## config.mk

```make
export PLATFORM = sky130hd
export DESIGN_NAME = px_cmd_ctrl_flat
export DESIGN_NICKNAME = d
export VERILOG_FILES = /design/src/rtl/px_cmd_if.sv /design/src/rtl/px_cmd_ctrl.sv /design/src/flat_wrapper.sv
export SDC_FILE = /design/constraint.sdc
export NUM_CORES = 1
export LEC_CHECK = 0
export BUFFER_PORTS_ARGS = -buffer_cell sky130_fd_sc_hd__buf_2
export CORE_ASPECT_RATIO = 1.1
export CORE_MARGIN = 3
export CORE_UTILIZATION = 40
export DETAILED_ROUTE_END_ITERATION = 12
export PLACE_DENSITY_LB_ADDON = 0.3
export SYNTH_ARGS = -nofsm -noshare
export SYNTH_HDL_FRONTEND = slang
export SYNTH_SLANG_ARGS = --single-unit
```

## constraint.sdc

```tcl
create_clock -name clk -period 4.65 [get_ports clk]
set_input_delay 1.1625 -clock clk [delete_from_list [all_inputs] [get_ports clk]]
set_output_delay 1.1625 -clock clk [all_outputs]
set_load 0.02 [all_outputs]
```

## src/rtl/px_cmd_if.sv

```systemverilog
`timescale 1ns/1ps
`default_nettype none
// ============================================================================
// Module   : px_cmd_if
// Purpose  : Bundles the front-panel inputs, the pixel-write handshake to the
//            display driver and the cursor/status outputs of px_cmd_ctrl.
// Signals  : buttons[3:1]  synchronised buttons (step / plot / clear)
//            switches[1:0] synchronised colour select
//            px_ready      ack from display driver
//            px_valid      pixel write request
//            px_x, px_y    write coordinate
//            px_colour     write colour
//            cur_x, cur_y  current cursor
//            busy          sequencer not idle
// Modports : master = command controller, slave = panel/driver side
// Revision : 1.0 - initial release
// ============================================================================
interface px_cmd_if #(
  parameter int XW = 4,
  parameter int YW = 4
);
  logic [3:1]    buttons;
  logic [1:0]    switches;
  logic          px_ready;
  logic          px_valid;
  logic [XW-1:0] px_x;
  logic [YW-1:0] px_y;
  logic [1:0]    px_colour;
  logic [XW-1:0] cur_x;
  logic [YW-1:0] cur_y;
  logic          busy;

  modport master (
    input  buttons, switches, px_ready,
    output px_valid, px_x, px_y, px_colour, cur_x, cur_y, busy
  );

  modport slave (
    output buttons, switches, px_ready,
    input  px_valid, px_x, px_y, px_colour, cur_x, cur_y, busy
  );
endinterface
`default_nettype wire

```

## src/rtl/px_cmd_ctrl.sv

```systemverilog
`timescale 1ns/1ps
`default_nettype none
// ============================================================================
// Module   : px_cmd_ctrl
// Purpose  : Front-panel command sequencer. Debounces the three buttons,
//            turns presses into step-cursor / plot / clear-screen commands and
//            issues pixel writes to the display driver over a four-phase
//            valid/ready handshake. Owns the cursor position.
// Ports    : clk    system clock
//            rst_a  asynchronous active-high reset
//            bus    px_cmd_if.master (buttons, switches, px_ready in;
//                   px_valid, px_x, px_y, px_colour, cur_x, cur_y, busy out)
// Revision : 1.0 - initial release
// ============================================================================
module px_cmd_ctrl #(
  parameter int XW              = 4,
  parameter int YW              = 4,
  parameter int DEBOUNCE_CYCLES = 4
) (
  input  wire logic clk,
  input  wire logic rst_a,
  px_cmd_if.master  bus
);

  localparam int                 c_CNT_W   = (DEBOUNCE_CYCLES > 2) ? $clog2(DEBOUNCE_CYCLES) : 1;
  localparam logic [c_CNT_W-1:0] c_CNT_MAX = c_CNT_W'(DEBOUNCE_CYCLES - 1);

  typedef enum logic [2:0] {
    ST_IDLE        = 3'd0,
    ST_REQ         = 3'd1,
    ST_RELEASE     = 3'd2,
    ST_CLR_REQ     = 3'd3,
    ST_CLR_RELEASE = 3'd4
  } state_t;

  // --------------------------------------------------------------------------
  // Debounce: one counter per button. The press pulse is registered on the
  // same edge that the stable value rises, so it is seen the cycle after the
  // stable value was decided.
  // --------------------------------------------------------------------------
  logic [3:1] w_press;

  for (genvar gi = 1; gi <= 3; gi++) begin : g_debounce
    logic [c_CNT_W-1:0] r_cnt;
    logic               r_stable;
    logic               r_press;

    always_ff @(posedge clk or posedge rst_a) begin
      if (rst_a) begin
        r_cnt    <= '0;
        r_stable <= 1'b0;
        r_press  <= 1'b0;
      end else begin
        r_press <= 1'b0;
        if (bus.buttons[gi] == r_stable) begin
          r_cnt <= '0;
        end else if (r_cnt == c_CNT_MAX) begin
          r_stable <= bus.buttons[gi];
          r_cnt    <= '0;
          r_press  <= bus.buttons[gi];
        end else begin
          r_cnt <= r_cnt + 1'b1;
        end
      end
    end

    assign w_press[gi] = r_press;
  end

  // --------------------------------------------------------------------------
  // Sequencer
  // --------------------------------------------------------------------------
  state_t          r_state,     w_state_nxt;
  logic [XW-1:0]   r_cur_x,     w_cur_x_nxt;
  logic [YW-1:0]   r_cur_y,     w_cur_y_nxt;
  logic [XW-1:0]   r_px_x,      w_px_x_nxt;
  logic [YW-1:0]   r_px_y,      w_px_y_nxt;
  logic [1:0]      r_px_colour, w_px_colour_nxt;
  logic            r_px_valid,  w_px_valid_nxt;
  logic [XW+YW-1:0] w_clr_pos;

  // Raster successor of the pixel just cleared: X is the low part, so a
  // single increment walks X fastest and carries into Y.
  assign w_clr_pos = {r_px_y, r_px_x} + 1'b1;

  always_ff @(posedge clk or posedge rst_a) begin
    if (rst_a) begin
      r_state     <= ST_IDLE;
      r_cur_x     <= '0;
      r_cur_y     <= '0;
      r_px_x      <= '0;
      r_px_y      <= '0;
      r_px_colour <= '0;
      r_px_valid  <= 1'b0;
    end else begin
      r_state     <= w_state_nxt;
      r_cur_x     <= w_cur_x_nxt;
      r_cur_y     <= w_cur_y_nxt;
      r_px_x      <= w_px_x_nxt;
      r_px_y      <= w_px_y_nxt;
      r_px_colour <= w_px_colour_nxt;
      r_px_valid  <= w_px_valid_nxt;
    end
  end

  always_comb begin
    w_state_nxt     = r_state;
    w_cur_x_nxt     = r_cur_x;
    w_cur_y_nxt     = r_cur_y;
    w_px_x_nxt      = r_px_x;
    w_px_y_nxt      = r_px_y;
    w_px_colour_nxt = r_px_colour;
    w_px_valid_nxt  = r_px_valid;

    case (r_state)
      ST_IDLE: begin
        // A high px_ready here is a stale ack; commands are not started until
        // the driver has returned to idle, and pulses are not queued.
        if (!bus.px_ready) begin
          if (w_press[3]) begin
            w_px_x_nxt      = '0;
            w_px_y_nxt      = '0;
            w_px_colour_nxt = 2'b00;
            w_px_valid_nxt  = 1'b1;
            w_state_nxt     = ST_CLR_REQ;
          end else if (w_press[2]) begin
            w_px_x_nxt      = r_cur_x;
            w_px_y_nxt      = r_cur_y;
            w_px_colour_nxt = bus.switches;
            w_px_valid_nxt  = 1'b1;
            w_state_nxt     = ST_REQ;
          end else if (w_press[1]) begin
            if (r_cur_x == {XW{1'b1}}) begin
              w_cur_x_nxt = '0;
              w_cur_y_nxt = r_cur_y + 1'b1;
            end else begin
              w_cur_x_nxt = r_cur_x + 1'b1;
            end
          end
        end
      end

      ST_REQ: begin
        if (bus.px_ready) begin
          w_px_valid_nxt = 1'b0;
          w_state_nxt    = ST_RELEASE;
        end
      end

      ST_RELEASE: begin
        if (!bus.px_ready) begin
          w_state_nxt = ST_IDLE;
        end
      end

      ST_CLR_REQ: begin
        if (bus.px_ready) begin
          w_px_valid_nxt = 1'b0;
          w_state_nxt    = ST_CLR_RELEASE;
        end
      end

      ST_CLR_RELEASE: begin
        if (!bus.px_ready) begin
          if ((r_px_x == {XW{1'b1}}) && (r_px_y == {YW{1'b1}})) begin
            w_state_nxt = ST_IDLE;
          end else begin
            w_px_x_nxt     = w_clr_pos[XW-1:0];
            w_px_y_nxt     = w_clr_pos[XW+YW-1:XW];
            w_px_valid_nxt = 1'b1;
            w_state_nxt    = ST_CLR_REQ;
          end
        end
      end

      default: begin
        w_px_valid_nxt = 1'b0;
        w_state_nxt    = ST_IDLE;
      end
    endcase
  end

  assign bus.px_valid  = r_px_valid;
  assign bus.px_x      = r_px_x;
  assign bus.px_y      = r_px_y;
  assign bus.px_colour = r_px_colour;
  assign bus.cur_x     = r_cur_x;
  assign bus.cur_y     = r_cur_y;
  assign bus.busy      = (r_state != ST_IDLE);

endmodule
`default_nettype wire

```

## src/flat_wrapper.sv

```systemverilog
// flat-port wrapper written by rule: the top's interface ports become plain ports
module px_cmd_ctrl_flat 
#(
  parameter int XW              = 4,
  parameter int YW              = 4,
  parameter int DEBOUNCE_CYCLES = 4
)
  (clk, rst_a, bus_buttons, bus_switches, bus_px_ready, bus_px_valid, bus_px_x, bus_px_y, bus_px_colour, bus_cur_x, bus_cur_y, bus_busy);
  px_cmd_if #(.XW(XW), .YW(YW)) bus_i ();
  input  wire logic clk;
  input  wire logic rst_a;
  input wire logic [$bits(bus_i.buttons)-1:0] bus_buttons;
  input wire logic [$bits(bus_i.switches)-1:0] bus_switches;
  input wire logic [$bits(bus_i.px_ready)-1:0] bus_px_ready;
  output wire logic [$bits(bus_i.px_valid)-1:0] bus_px_valid;
  output wire logic [$bits(bus_i.px_x)-1:0] bus_px_x;
  output wire logic [$bits(bus_i.px_y)-1:0] bus_px_y;
  output wire logic [$bits(bus_i.px_colour)-1:0] bus_px_colour;
  output wire logic [$bits(bus_i.cur_x)-1:0] bus_cur_x;
  output wire logic [$bits(bus_i.cur_y)-1:0] bus_cur_y;
  output wire logic [$bits(bus_i.busy)-1:0] bus_busy;
  assign bus_i.buttons = bus_buttons;
  assign bus_i.switches = bus_switches;
  assign bus_i.px_ready = bus_px_ready;
  assign bus_px_valid = bus_i.px_valid;
  assign bus_px_x = bus_i.px_x;
  assign bus_px_y = bus_i.px_y;
  assign bus_px_colour = bus_i.px_colour;
  assign bus_cur_x = bus_i.cur_x;
  assign bus_cur_y = bus_i.cur_y;
  assign bus_busy = bus_i.busy;
  px_cmd_ctrl #(.XW(XW), .YW(YW), .DEBOUNCE_CYCLES(DEBOUNCE_CYCLES)) u_core (.clk(clk), .rst_a(rst_a), .bus(bus_i));
endmodule
```

# Yosys cells after proc, flatten, opt, wreduce, memory -nomap -nowiden
# Cells that the tools add are included.
# op_classes
addsub,6
eq_ne,21
mux,43
n_bitwise,7
reduce_logical,15
# ops
cell,count
$mux W4,11
$mux W3,7
$mux W2,9
$reduce_and A6 Y1,3
$pmux W4 S2,2
$pmux W3 S5,1
$eq A4 B4 Y1 const B,3
$mux W1,12
$ne A2 B2 Y1 const B,6
$reduce_and A5 Y1,2
$add A4 B1 Y4 const B,2
$add A8 B1 Y8 const B,1
$not A1 Y1,7
$add A2 B1 Y2 const B,3
$eq A2 B2 Y1 const B,3
$eq A3 B2 Y1 const B,2
$reduce_and A2 Y1,3
$pmux W1 S4,1
$reduce_bool A2 Y1,2
$eq A1 B1 Y1,3
$eq A3 B1 Y1 const B,1
$eq A3 B3 Y1 const B,1
$logic_not A3 Y1,1
$ne A3 B1 Y1 const B,1
other kinds (5),5
# word_totals
register_bits,34
in_bits,8
output_inout_bits,20
elab_cells,108

# Depth between registers and ports, before layout
# depth
depth_word,5
ltp_mapped,5
depth_no_buf,5

# Worst setup path before layout
# OpenSTA, ideal clock, no wires.
# synth_timing
path_kind,input to register
startpoint,input bus_px_ready
endpoint,register u_core.r_cur_y[1] (netlist: u_core.bus.cur_y[1])
setup_ps,125
arrival_time_ps,2198
setup_slack_ps,2327
cell_stages,4
path_cell_list,nor3_1 > nand3_1 > nor2_1 > mux2_2
# synth_between
elab_chain_cells,2
# synth_lines
element,line,rtl
start: declaration,flat_wrapper.sv:14,input wire logic [$bits(bus_i.px_ready)-1:0] bus_px_ready;
$not A1 Y1 (no line),--,
$reduce_and A6 Y1 (no line),--,
end signal: assignment,px_cmd_ctrl.sv:98,r_cur_y <= w_cur_y_nxt;
end: declaration,px_cmd_ctrl.sv:75,"logic [YW-1:0] r_cur_y, w_cur_y_nxt;"
# No other way between the ends.
# A chain may end at the register's enable or synchronous reset.

# Worst setup path in the final report
# layout_timing
startpoint,register u_core.r_state[2]
endpoint,output bus_busy
# layout_between
elab_chain_cells,1
# layout_lines
element,line,rtl
start: declaration,px_cmd_ctrl.sv:73,"state_t r_state, w_state_nxt;"
start signal: assignment,px_cmd_ctrl.sv:96,r_state <= w_state_nxt;
$reduce_bool A3 Y1,px_cmd_ctrl.sv:189,assign bus.busy = (r_state != ST_IDLE);
end: declaration,flat_wrapper.sv:21,output wire logic [$bits(bus_i.busy)-1:0] bus_busy;
# No other way between the ends.

==> impl_metrics.env <==
export IMPL_post_cts_setup_buffers=0
export IMPL_final_setup_viol_count=0
export IMPL_grt_antenna_before_repair=0
export IMPL_first_global_vias=1309
export IMPL_grt_pass1_wl_mm=6.22
export IMPL_cp_end_kind="output pin"
export IMPL_place_hpwl_mm=2.56
export IMPL_crit_fanout=13
export IMPL_peakVddDrop_uv=226
export IMPL_start_kind="register"
export IMPL_synth_cell_types=43
export IMPL_cts_buffers=5
export IMPL_avgSynthCellArea_um2=9.91
export IMPL_via_per_inst=5.44
export IMPL_routed_top_layer="met4"
export IMPL_diodes=0
export IMPL_io_buffers=27
export IMPL_ant_nets=0
export IMPL_placed_cell_area_mm2=0.00194
export IMPL_drv_slew=0
export IMPL_hold_path_class="reg2reg"
export IMPL_hold_viol_final=0
export IMPL_status="finished clean"
export IMPL_overflow=0
export IMPL_clockRootBuffer="clkbuf_8"
export IMPL_timing_final_ws_setup_ns=2.14
export IMPL_p_per_area_mw_per_mm2=484
export IMPL_synth_edf_count=0
export IMPL_cp_required_ns=3.49
export IMPL_cts_resized_gates=0
export IMPL_finalCriticalPeriod_ns=2.51
export IMPL_yosysSeqAreaShare=0.485
export IMPL_ys_seq_elements=34
export IMPL_totalWireLength_mm=3.51
export IMPL_period_share=0.540
export IMPL_cts_sinks=34
export IMPL_arrival_ns=1.35
export IMPL_firstDrtPassIters=4
export IMPL_dieHeight_um=75.5
export IMPL_grt_max_degree=35
export IMPL_timing_critical_path_from="u_core.r_state[2]$_DFFE_PP0P_"
export IMPL_design_area_mm2=0.00205
export IMPL_skew_ns=0.00963
export IMPL_rsz0062_at_grt="no"
export IMPL_wl_met3_um=181
export IMPL_drt_met1_wl_mm=1.69
export IMPL_drive_gt1_frac=0.202
export IMPL_clk_pin_slew_ns=0.07
export IMPL_drc=0
export IMPL_hold_buffers=0
export IMPL_crit_type="reg2out"
export IMPL_hp_start="u_core.g_debounce[2].r_cnt[0]$_DFF_PP0_"
export IMPL_syn_inst=177
export IMPL_drv_cap=0
export IMPL_initial_core_util=0.430
export IMPL_die_area_mm2=0.00522
export IMPL_h_tree_depth=2
export IMPL_gp_congestion=0.780
export IMPL_netlist_area_mm2=0.00175
export IMPL_worst_slew_pin_slew_ns=0.690
export IMPL_die_w_um=69.1
export IMPL_fmax_mhz=398
export IMPL_ios=28
export IMPL_cts_tree="built"
export IMPL_routed_wl_met2_mm=1.59
export IMPL_clock_latency_ns=0.28
export IMPL_synth_fp_nets=191
export IMPL_power_leakage_nw=0.999
export IMPL_synthArstFlopShare=1.00
export IMPL_yosys_warnings=0
export IMPL_dp_cells=252
export IMPL_wire_per_inst_um=13.5
export IMPL_clk_path_buf_depth=2
export IMPL_dr_total_vias=1414
export IMPL_max_slew_margin_rel=0.536
export IMPL_final_core_util=0.501
export IMPL_place_ws_ns=1.95
export IMPL_drt_initial_drc_count=133
export IMPL_fin_nets=221
export IMPL_rows=24
export IMPL_fin_cells=260
export IMPL_synthToLayoutAreaGrowth_pct=16.6
export IMPL_reg2reg_from="u_core.r_state[0]$_DFFE_PP0P_"
export IMPL_core_mm2=0.00408
export IMPL_synth_main_ff_cell="dfrtp_1"
export IMPL_tns_ns=0
export IMPL_grt_use_total=0.150
## final cells by class
type / count / area, µm²
Timing Repair Buffer: 28 / 143
Multi-Input combinational cell: 129 / 843
Clock buffer: 8 / 110
Tap cell: 52 / 65.1
Inverter: 9 / 33.8
Fill cell: 401 / 2040
Sequential cell: 34 / 851
## logic make-up after synthesis
family,Yosys count,synth area share
xor gates and xnor gates,8,0.0399
and+or+nand+nor,66,0.211
DFF,34,0.485
muxes,4,0.0257
adders and majority gates,6,0.0428
AOI/OAI and AO/OA,45,0.161
buffers and inverters,14,0.0342
## cells in the final DEF, fill, tap and decap left out, types with 2 or more instances in the layout
master | netlist | routed
nor2_1 | 13 | 13
nand3_1 | 6 | 6
nor3_1 | 11 | 11
nor3b_1 | 3 | 3
nor4_1 | 2 | 2
o31ai_1 | 4 | 4
clkbuf_8 | 0 | 8
inv_1 | 9 | 9
mux2_2 | 3 | 3
o21ai_0 | 16 | 16
xnor2_1 | 5 | 5
ha_1 | 6 | 6
and3_1 | 2 | 2
xor2_1 | 3 | 3
and3b_1 | 2 | 2
nand2_1 | 10 | 10
nand3b_1 | 4 | 4
or3_1 | 2 | 2
a21oi_1 | 9 | 9
buf_2 | 0 | 27
nor2b_1 | 3 | 3
dfrtp_1 | 34 | 34
a31oi_1 | 5 | 5
## synth_stat cells, types with 4 or more instances
library cell  count  area, µm²
dfrtp_1          34        851
a31oi_1           5       31.3
nand3_1           6       30.0
nand3b_1          4       30.0
nor3_1           11       55.1
xnor2_1           5       43.8
o21ai_0          16       80.1
a21oi_1           9       45.0
nor2_1           13       48.8
inv_1             9       33.8
o31ai_1           4       30.0
nand2_1          10       37.5
ha_1              6       75.1
## power by group
group | internal [mW] | switching (mW)
sequential | 0.374 | 0.0801
combinational | 0.126 | 0.156
clock | 0.149 | 0.104
## worst paths after layout
path | end | slack (ns) | depth (start not counted)
worst min-delay path | u_core.g_debounce[2].r_cnt[0]$_DFF_PP0_ | 0.44 | 1
max in group asynchronous | u_core.g_debounce[1].r_cnt[1]$_DFF_PP0_ | 3.39 | 3
worst max-delay path | bus_busy | 2.14 | 2
worst max register to register | u_core.bus.px_x[0]$_DFFE_PP0P_ | 2.48 | 4
worst min register to register | u_core.g_debounce[2].r_cnt[0]$_DFF_PP0_ | 0.44 | 1
min in group asynchronous | u_core.bus.px_y[3]$_DFFE_PP0P_ | 0.96 | 3
## state kept, by name (all words and copies together), names as in the netlist
| register | flops |
|---|---|
| u_core.g_debounce.r_cnt | 6 |
| u_core.bus.cur_y | 4 |
| u_core.g_debounce.r_stable | 3 |
| u_core.r_state | 3 |
| u_core.bus.cur_x | 4 |
| u_core.bus.px_valid | 1 |
| u_core.bus.px_y | 4 |
| u_core.bus.px_colour | 2 |
| u_core.bus.px_x | 4 |
| u_core.g_debounce.r_press | 3 |
## layer usage
layer | GRT usage | vias to the layer above
li1 | - | 698
met1 | 0.207 | 670
met2 | 0.232 | 41
met3 | 0.0330 | 5
met4 | 0.0586 | 0
met5 | 0 | -
## critical path, cell delays in order, from the launching register on
cell	delay, ns
dfrtp_1	0.50
or3_1	0.40
buf_2	0.16
## stage by stage
step / hold slack, ns / power [mW]
3_3_place_gp: 0.431 / 0.738
2_1_floorplan: 0.414 / 0.655
4_1_cts: 0.441 / 1.00
5_1_grt: 0.449 / 1.06
6_report: 0.436 / 0.989
3_5_place_dp: 0.432 / 0.745
Note: power is estimated with default switching activity, not from simulation.
